$ cat config.mk
export PLATFORM = sky130hd
export DESIGN_NAME = bin2pos_pipe_flat
export DESIGN_NICKNAME = d
export VERILOG_FILES = /design/src/rtl/bin2pos_if.sv /design/src/rtl/bin2pos_pipe.sv /design/src/flat_wrapper.sv
export SDC_FILE = /design/constraint.sdc
export NUM_CORES = 1
export LEC_CHECK = 0
export BUFFER_PORTS_ARGS = -buffer_cell sky130_fd_sc_hd__buf_2
export CAP_MARGIN = 10
export CORE_ASPECT_RATIO = 1.1
export CORE_MARGIN = 8
export CORE_UTILIZATION = 45
export CTS_CLUSTER_SIZE = 30
export DETAILED_ROUTE_END_ITERATION = 8
export GPL_TIMING_DRIVEN = 0
export PLACE_DENSITY = 0.82
export SYNTH_ARGS = -nofsm -noshare
export SYNTH_HDL_FRONTEND = slang
export SYNTH_SLANG_ARGS = --single-unit
$ cat constraint.sdc
create_clock -name clk -period 1.4 [get_ports clk]
set_clock_uncertainty 0.1 [all_clocks]
set_input_delay 0 -clock clk [delete_from_list [all_inputs] [get_ports clk]]
set_output_delay 0 -clock clk [all_outputs]
set_load 0.01 [all_outputs]
$ cat src/rtl/bin2pos_if.sv
// Stream bundle for bin2pos_pipe: index beats in (s_*), position-vector beats out (m_*).
// slave = decoder side, master = producer/consumer environment side.
interface bin2pos_if #(
  parameter int BIN_WIDTH = 4,
  parameter int POS_WIDTH = 2**BIN_WIDTH,
  parameter int CHANNELS  = 1
);
  logic [1:0]                    mode;
  logic                          s_valid;
  logic                          s_ready;
  logic [CHANNELS*BIN_WIDTH-1:0] s_bin;
  logic                          m_valid;
  logic                          m_ready;
  logic [CHANNELS*POS_WIDTH-1:0] m_pos;
  logic [CHANNELS-1:0]           m_oor;

  modport slave (
    input  mode, s_valid, s_bin, m_ready,
    output s_ready, m_valid, m_pos, m_oor
  );

  modport master (
    output mode, s_valid, s_bin, m_ready,
    input  s_ready, m_valid, m_pos, m_oor
  );
endinterface

$ cat src/rtl/bin2pos_pipe.sv
// Multi-channel binary-to-position decoder (one-hot / thermometer) with output reg + skid buffer.
// Optional out-of-range beat counter enabled by defining BIN2POS_ERR_CNT_EN.
module bin2pos_pipe #(
  parameter int BIN_WIDTH     = 4,
  parameter int POS_WIDTH     = 2**BIN_WIDTH,
  parameter int CHANNELS      = 1,
  parameter int ERR_CNT_WIDTH = 16
) (
  input  logic                     clk,
  input  logic                     rst,
  bin2pos_if.slave                 bus,
  input  logic                     err_clr,
  output logic [ERR_CNT_WIDTH-1:0] err_cnt
);
  localparam int POS_BITS = CHANNELS * POS_WIDTH;

  logic [POS_BITS-1:0] dec_pos;
  logic [CHANNELS-1:0] dec_oor;
  logic [POS_BITS-1:0] out_pos_reg, skid_pos_reg;
  logic [CHANNELS-1:0] out_oor_reg, skid_oor_reg;
  logic                out_valid_reg, skid_valid_reg;
  logic                accept, out_free;

  // Out-of-range indices fall out of these comparisons naturally:
  // one-hot never matches, both thermometer codes saturate to all ones.
  function automatic logic [POS_WIDTH-1:0] decode(input logic [BIN_WIDTH-1:0] bin,
                                                  input logic [1:0] md);
    logic [POS_WIDTH-1:0] v;
    int                   idx;
    v   = '0;
    idx = 32'(bin);
    for (int k = 0; k < POS_WIDTH; k++) begin
      case (md)
        2'b00:   v[k] = (k == idx);
        2'b01:   v[k] = (k <= idx);
        2'b10:   v[k] = (k < idx);
        default: v[k] = 1'b0;
      endcase
    end
    return v;
  endfunction

  for (genvar gi = 0; gi < CHANNELS; gi++) begin : g_ch
    logic [BIN_WIDTH-1:0] ch_bin;
    assign ch_bin = bus.s_bin[gi*BIN_WIDTH +: BIN_WIDTH];
    assign dec_pos[gi*POS_WIDTH +: POS_WIDTH] = decode(ch_bin, bus.mode);
    assign dec_oor[gi] = (32'(ch_bin) >= 32'(POS_WIDTH));
  end

  assign accept   = bus.s_valid & ~skid_valid_reg;
  assign out_free = ~out_valid_reg | bus.m_ready;

  always_ff @(posedge clk or posedge rst) begin
    if (rst) begin
      out_pos_reg    <= '0;
      out_oor_reg    <= '0;
      out_valid_reg  <= 1'b0;
      skid_pos_reg   <= '0;
      skid_oor_reg   <= '0;
      skid_valid_reg <= 1'b0;
    end else if (out_free) begin
      // Skid has priority so ordering is kept; s_ready is low whenever the skid is full.
      if (skid_valid_reg) begin
        out_pos_reg    <= skid_pos_reg;
        out_oor_reg    <= skid_oor_reg;
        out_valid_reg  <= 1'b1;
        skid_valid_reg <= 1'b0;
      end else if (accept) begin
        out_pos_reg   <= dec_pos;
        out_oor_reg   <= dec_oor;
        out_valid_reg <= 1'b1;
      end else begin
        out_valid_reg <= 1'b0;
      end
    end else if (accept) begin
      skid_pos_reg   <= dec_pos;
      skid_oor_reg   <= dec_oor;
      skid_valid_reg <= 1'b1;
    end
  end

  assign bus.s_ready = ~skid_valid_reg;
  assign bus.m_valid = out_valid_reg;
  assign bus.m_pos   = out_pos_reg;
  assign bus.m_oor   = out_oor_reg;

`ifdef BIN2POS_ERR_CNT_EN
  logic [ERR_CNT_WIDTH-1:0] err_cnt_reg;

  always_ff @(posedge clk or posedge rst) begin
    if (rst) begin
      err_cnt_reg <= '0;
    end else if (err_clr) begin
      err_cnt_reg <= '0;
    end else if (out_valid_reg && bus.m_ready && (|out_oor_reg) && (err_cnt_reg != '1)) begin
      err_cnt_reg <= err_cnt_reg + 1'b1;
    end
  end

  assign err_cnt = err_cnt_reg;
`else
  logic err_clr_unused;
  assign err_clr_unused = err_clr;
  assign err_cnt        = '0;
`endif
endmodule
$ cat src/flat_wrapper.sv
// flat-port wrapper written by rule: the top's interface ports become plain ports
module bin2pos_pipe_flat 
#(
  parameter int BIN_WIDTH     = 4,
  parameter int POS_WIDTH     = 2**BIN_WIDTH,
  parameter int CHANNELS      = 1,
  parameter int ERR_CNT_WIDTH = 16
)
  (clk, rst, err_clr, err_cnt, bus_mode, bus_s_valid, bus_s_bin, bus_m_ready, bus_s_ready, bus_m_valid, bus_m_pos, bus_m_oor);
  bin2pos_if #(.BIN_WIDTH(BIN_WIDTH), .POS_WIDTH(POS_WIDTH), .CHANNELS(CHANNELS)) bus_i ();
  input  logic clk;
  input  logic rst;
  input  logic err_clr;
  output logic [ERR_CNT_WIDTH-1:0] err_cnt;
  input wire logic [$bits(bus_i.mode)-1:0] bus_mode;
  input wire logic [$bits(bus_i.s_valid)-1:0] bus_s_valid;
  input wire logic [$bits(bus_i.s_bin)-1:0] bus_s_bin;
  input wire logic [$bits(bus_i.m_ready)-1:0] bus_m_ready;
  output wire logic [$bits(bus_i.s_ready)-1:0] bus_s_ready;
  output wire logic [$bits(bus_i.m_valid)-1:0] bus_m_valid;
  output wire logic [$bits(bus_i.m_pos)-1:0] bus_m_pos;
  output wire logic [$bits(bus_i.m_oor)-1:0] bus_m_oor;
  assign bus_i.mode = bus_mode;
  assign bus_i.s_valid = bus_s_valid;
  assign bus_i.s_bin = bus_s_bin;
  assign bus_i.m_ready = bus_m_ready;
  assign bus_s_ready = bus_i.s_ready;
  assign bus_m_valid = bus_i.m_valid;
  assign bus_m_pos = bus_i.m_pos;
  assign bus_m_oor = bus_i.m_oor;
  bin2pos_pipe #(.BIN_WIDTH(BIN_WIDTH), .POS_WIDTH(POS_WIDTH), .CHANNELS(CHANNELS), .ERR_CNT_WIDTH(ERR_CNT_WIDTH)) u_core (.clk(clk), .rst(rst), .bus(bus_i), .err_clr(err_clr), .err_cnt(err_cnt));
endmodule
==> results of run 1 <==
==> cells in the mapped netlist <==
| cell | number |
|---|---|
| nand2b_1 | 3 |
| nand3b_1 | 2 |
| a32oi_1 | 1 |
| nor2_1 | 12 |
| clkbuf_1 | 4 |
| a21o_1 | 1 |
| inv_1 | 6 |
| a21oi_1 | 15 |
| or2_2 | 1 |
| nand4_1 | 2 |
| buf_4 | 20 |
| o21a_1 | 2 |
| conb_1 | 1 |
| a31oi_1 | 1 |
| and3_1 | 9 |
| mux2_2 | 3 |
| nand3_1 | 6 |
| o32a_1 | 1 |
| o22ai_1 | 2 |
| nor3_2 | 2 |
| mux2i_1 | 2 |
| xor2_1 | 5 |
| a22o_1 | 1 |
| nor3_1 | 5 |
| xnor2_1 | 2 |
| o21ai_0 | 22 |
| o21bai_1 | 3 |
| o31ai_1 | 2 |
| buf_2 | 9 |
| buf_6 | 2 |
| o31ai_2 | 1 |
| or2_1 | 1 |
| o31a_1 | 2 |
| or3_1 | 1 |
| dfrtp_1 | 34 |
| o221ai_1 | 1 |
| o22a_1 | 2 |
| o21ai_1 | 8 |
| nor2b_1 | 2 |
| nand2_1 | 29 |
==> critical path: stages (launching register included) <==
cell and delay, ns:
dfrtp_2 0.44, or2_4 0.26, nand2_2 0.07, buf_6 0.13, mux2_4 0.30
==> per-layer routing <==
layer | part of all wire, % | vias to the layer above
met5 | 0 | -
met4 | 2.2 | 0
met3 | 7.1 | 11
met2 | 46 | 66
met1 | 44 | 828
li1 | - | 863
==> metrics by stage <==
step	instance area [µm²]	instances	worst slack (ns)	power, mW	util, %
detailed placement	2267	324	-0.1568	1.886	53.29
floorplan	2047	244	0.03557	1.671	-
finish	2529	340	-0.01539	3.057	59.44
global placement	2240	323	-0.1582	1.855	52.65
CTS	2461	336	-0.01320	3.032	57.85
global route	2529	340	-0.03802	3.219	59.44
==> worst min-delay path by stage <==
stage,cells past startpoint,slack (ns),from,to
finish,4,-0.004,bus_mode[1],u_core.skid_pos_reg[15]
global route,4,0.04,bus_mode[1],u_core.skid_pos_reg[15]
CTS,4,0.0004,bus_mode[1],u_core.skid_pos_reg[15]
detailed placement,2,0.03,rst,u_core.bus.m_pos[13]
global placement,3,0.17,bus_s_valid,u_core.bus.m_valid
floorplan,2,0.004,bus_s_valid,u_core.bus.m_valid
==> area by class of cell <==
class / instances / area [µm²]
flip-flops and latches: 34 / 852.1
well taps: 54 / 67.56
clock buffers: 6 / 82.58
multi-input cells: 169 / 972.2
clock inverters: 2 / 60.06
repair buffers: 34 / 221.5
inverters: 6 / 22.52
fillers: 395 / 1725
plain buffers: 35 / 250.2
==> kinds of logic (layout without fill, tap and decap cells) <==
group | after synthesis | count (layout)
buffers and inverters | 41 | 83
muxes | 5 | 5
AOI/OAI and AO/OA | 65 | 65
xor gates and xnor gates | 7 | 7
other | 1 | 17
DFF | 34 | 34
and+or+nand+nor | 75 | 75
==> timing repair <==
item / in CTS / in global routing
pin swaps: 1 / 2
setup buffers: 2 / 4
resized for setup: 8 / 15
hold buffers: 2 / 0
endpoints found under the hold margin: 21 / 0
endpoints found under the setup margin: 25 / 25
cloned: 0 / 0
==> where the power goes <==
part | switching (mW) | internal, mW | total, mW
clock | 0.373 | 0.759 | 1.13
sequential | 0.0813 | 1.14 | 1.22
combinational | 0.391 | 0.313 | 0.703
total | 0.845 | 2.21 | 3.06
==> results.py, run 1 <==
metrics = {
    "sta": {
        "rsz0062_at_grt": "yes",
        "setup_ws_ns": -0.01539,
        "final.setup.tns_ns": -0.02602,
        "period_share_pct": 101.1,
        "worst_pin_slew_ns": 0.6856,
        "drv_slew": 0,
        "finalHoldViolCount": 1,
        "setup_viol": 2,
        "max_freq_ghz": 0.7065,
        "slew_headroom_pct": 54.24,
        "fin_crit_ns": 1.415,
        "whs_ns": -0.003757,
    },
    "clocking": {
        "clkSinkCount": 34,
        "clock_latency_ns": 0.29,
        "clk_pin_slew_worst_paths_ns": 0.07,
        "clock_tree.root_cell": "clkbuf_8",
        "cts.htree.levels": 2,
        "cts_tree": "done",
        "cts_buffers": 5,
        "clockBufferDepth": 2,
    },
    "logic_synthesis": {
        "syn_area_um2": 1976,
        "syn_area_per_cell_um2": 8.665,
        "synth_mux_area_share_pct": 2.723,
        "synth_top_family_by_area": "compound AO/OA/AOI/OAI gates",
        "synthXorXnorAreaFrac_pct": 3.103,
        "synth_seq_area_share_pct": 43.07,
        "synth_area_leaders": "dfrtp_1, buf_4, o21ai_0, nand2_1, a21oi_1",
        "synthDistinctLibCells": 40,
        "ys_ff_latch": 34,
        "synth_top_area_share_pct": 43.07,
        "synthCells": 228,
        "yosys.area_share.simple_pct": 18.37,
        "yosys.area.top_type": "dfrtp_1",
        "synth_warnings": 0,
        "synthAdderAreaFrac_pct": 0,
        "synth-compound-area-share_pct": 19.63,
    },
    "power_and_ir_drop": {
        "p_leak_nw": 1.269,
        "ir_drop_v": 0.0006146,
        "p_per_area_nw_per_um2": 1209,
    },
    "route": {
        "vias_per_cell": 5.200,
        "remaining_drc_errors": 0,
        "vias": 1768,
        "wl_per_cell_um": 13.97,
        "drt_iter0_markers": 124,
        "drtPass1Iterations": 4,
        "wirelength_um": 4750,
        "antenna_left": 0,
    },
    "placed_design": {
        "dp_hpwl_um": 3402,
        "portBuffers": 25,
        "finalWeightedCongestion": 0.8816,
    },
    "global_routing": {
        "grt_max_degree": 20,
        "grt.total_usage_pct": 14.61,
        "gr-usage-met2_pct": 22.21,
        "grtUsageMet1_pct": 18.13,
        "grt_pass1_vias": 1617,
        "busiest_layer": "met2",
        "antenna_found_initial": 0,
        "use_met3_pct": 5.230,
        "grt_pass1_wl_um": 7955,
        "grt.overflow.total": 0,
    },
    "finish": {
        "drive_gt1_share_pct": 31.47,
        "finalNetCount": 296,
        "area_growth_syn_to_layout_pct": 27.99,
        "diodes": 0,
        "layout_common_cells": "buf_2, dfrtp_1, buf_4, nand2_1, o21ai_0",
    },
    "setup_path": {
        "reg2reg_from": "u_core.skid_valid_reg",
        "crit_type": "reg -> reg",
        "crit_required_ns": 1.48,
        "r2r_cells": 4,
        "crit_fanout": 5,
        "reg2reg_slack_ns": -0.02,
        "rr_endpoint": "u_core.bus.m_pos[15]",
        "cp-endpoint": "u_core.bus.m_pos[15]",
        "endpoint_kind": "flip-flop",
        "arrival_ns": 1.50,
        "worstSetupStartpointType": "flip-flop",
        "critical_path.startpoint": "u_core.skid_valid_reg",
    },
    "floorplan": {
        "rows": 25,
        "die_area_um2": 6769,
        "io_pins": 46,
        "die_h_um": 85.50,
        "start_util_pct": 46.44,
        "fp.coreArea_um2": 4254,
        "fp.dieW_um": 79.18,
    },
    "status": {
        "failed_checks": "hold timing, setup timing",
        "status": "finished with violations",
    },
    "hold_path": {
        "timing.hold.worst.class": "in -> reg",
    },
    "run": {
        "maxCapViolCount": 0,
    },
}
No activity file was read; power rests on OpenSTA's default activity.
==> inputs of run 2 (changes only) <==
CORE_ASPECT_RATIO = not set   (was 1.1)
==> run 2 against run 1 <==
  * The run now ends clean
  * Routed wire length is 0.48% lower
  * Hold slack gained 0.020 ns
  * Total power is 13% lower
  * Count of clock-buffer cells in the layout increased by 1
  * Design area fell by 3.4%
  * Setup slack better by 0.028 ns
  * Clock power decreased by 35%
  * Fmax rose by 2.0%
  * Critical path type unchanged
  * Largest power group unchanged
==> results.py, run 2 (synthesis gave the netlist of run 1 again) <==
metrics = {
    "power_and_ir_drop": {
        "p_clk_share_pct": 27.7,
        "p_comb_share_pct": 26.2,
        "switching_share_pct": 30.51,
        "internal-power_mw": 1.841,
        "p_leak_nw": 1.230,
        "total_power_mw": 2.649,
        "seqPwrFrac_pct": 46.1,
        "ir_drop_v": 0.0006261,
        "p_per_area_nw_per_um2": 1085,
        "p_sw_mw": 0.8083,
    },
    "route": {
        "wl_per_cell_um": 14.15,
        "vias": 1737,
        "vias_per_cell": 5.201,
        "wirelength_um": 4727,
        "remaining_drc_errors": 0,
        "antenna_left": 0,
        "drt_iter0_markers": 95,
        "drtPass1Iterations": 4,
    },
    "clocking": {
        "cts_tree": "done",
        "clock_tree.root_cell": "clkbuf_8",
        "clock_latency_ns": 0.28,
        "cts.htree.levels": 2,
        "clockBufferDepth": 2,
        "clkSinkCount": 34,
        "clk_pin_slew_worst_paths_ns": 0.06,
        "cts_buffers": 5,
    },
    "global_routing": {
        "grt.overflow.total": 0,
        "grt_pass1_vias": 1695,
        "grt_pass1_wl_um": 7810,
        "antenna_found_initial": 0,
        "grt.total_usage_pct": 14.73,
        "grt_max_degree": 21,
    },
    "sta": {
        "rsz0062_at_grt": "yes",
        "setup_viol": 0,
        "max_freq_ghz": 0.7209,
        "drv_slew": 0,
        "worst_pin_slew_ns": 0.6556,
        "period_share_pct": 99.08,
        "final.setup.tns_ns": 0,
        "slew_headroom_pct": 56.25,
        "fin_crit_ns": 1.387,
        "finalHoldViolCount": 0,
    },
    "status": {
        "status": "complete, no violations",
    },
    "finish": {
        "drive_gt1_share_pct": 28.72,
        "finalNetCount": 292,
        "diodes": 0,
        "area_growth_syn_to_layout_pct": 23.62,
        "finalCoreUtilization_pct": 56.88,
        "layout_common_cells": "dfrtp_1, buf_2, nand2_1",
        "design_area_um2": 2442,
        "instances_no_fill": 334,
        "layout_commonest_cell": "dfrtp_1",
    },
    "floorplan": {
        "die_area_um2": 6767,
        "start_util_pct": 46.01,
        "fp.dieW_um": 82.26,
        "fp.coreArea_um2": 4294,
        "io_pins": 46,
        "die_h_um": 82.26,
        "rows": 24,
    },
    "placed_design": {
        "portBuffers": 25,
        "dpl.cell_count": 322,
        "dp_hpwl_um": 3589,
        "finalWeightedCongestion": 0.9198,
        "placed_area_um2": 2265,
    },
    "setup_path": {
        "crit_type": "reg -> reg",
        "crit_fanout": 5,
        "arrival_ns": 1.46,
        "worstSetupStartpointType": "flip-flop",
        "crit_required_ns": 1.47,
        "reg2reg_slack_ns": 0.01,
        "endpoint_kind": "flip-flop",
    },
    "run": {
        "maxCapViolCount": 0,
    },
    "hold_path": {
        "timing.hold.worst.class": "in -> reg",
    },
}
run 2: path summary, 6_finish.rpt:
check	start	end	cells past startpoint
setup / recovery	u_core.skid_valid_reg	u_core.bus.m_pos[5]	4
hold / removal	bus_mode[1]	u_core.skid_pos_reg[15]	4
setup reg to reg	u_core.skid_valid_reg	u_core.bus.m_pos[5]	4
hold reg to reg	u_core.skid_pos_reg[10]	u_core.skid_pos_reg[10]	2
max in group asynchronous	rst	u_core.skid_valid_reg	4
min in group asynchronous	rst	u_core.skid_pos_reg[9]	3
run 2: layout make-up:
| cell class | instances | area [µm²] |
|---|---|---|
| well taps | 52 | 65.06 |
| inverters | 6 | 25.02 |
| flip-flops and latches | 34 | 852.1 |
| clock buffers | 7 | 86.33 |
| repair buffers | 31 | 195.2 |
| plain buffers | 34 | 254.0 |
| fillers | 403 | 1852 |
| clock inverters | 1 | 5.005 |
| multi-input cells | 169 | 959.7 |
run 2: power by group through the flow:
stage	Combinational, mW	Sequential, mW	Clock [mW]
5_1_grt	0.777	1.24	0.798
6_report	0.693	1.22	0.735
2_1_floorplan	0.408	1.26	0
3_5_place_dp	0.659	1.24	0
4_1_cts	0.688	1.22	0.760
3_3_place_gp	0.628	1.23	0
run 2: routing by layer:
layer / GRT usage, % / routed length (µm) / share of wire [%] / vias up
met4: 3.684 / 31 / 0.66 / 0
met5: 0 / 0 / 0 / -
met2: 23.41 / 2249 / 48 / 58
met3: 3.680 / 331 / 7.0 / 3
met1: 19.55 / 2115 / 45 / 822
li1: - / - / - / 854
run 2: critical path, stage by stage (launching register included):
cell,delay (ns)
dfrtp_2,0.44
or2_4,0.25
nand2_4,0.06
buf_6,0.12
mux2_4,0.29
run 2: repair_timing:
action | 4_1_cts | 5_1_grt
setup endpoints to repair | 25 | 29
cloned | 0 | 0
resized for setup | 10 | 16
buffers inserted | 3 | 0
pin swaps | 1 | 1
endpoints found under the hold margin | 18 | 0
hold buffers | 2 | 0
run 2: stage by stage:
stage | setup WS (ns) | hold WS [ns]
4_1_cts | 0.01356 | 0.02379
5_1_grt | -0.04342 | 0.07970
6_report | 0.01293 | 0.01580
3_3_place_gp | -0.1716 | 0.1797
3_5_place_dp | -0.2507 | 0.02483
2_1_floorplan | 0.03557 | 0.003919
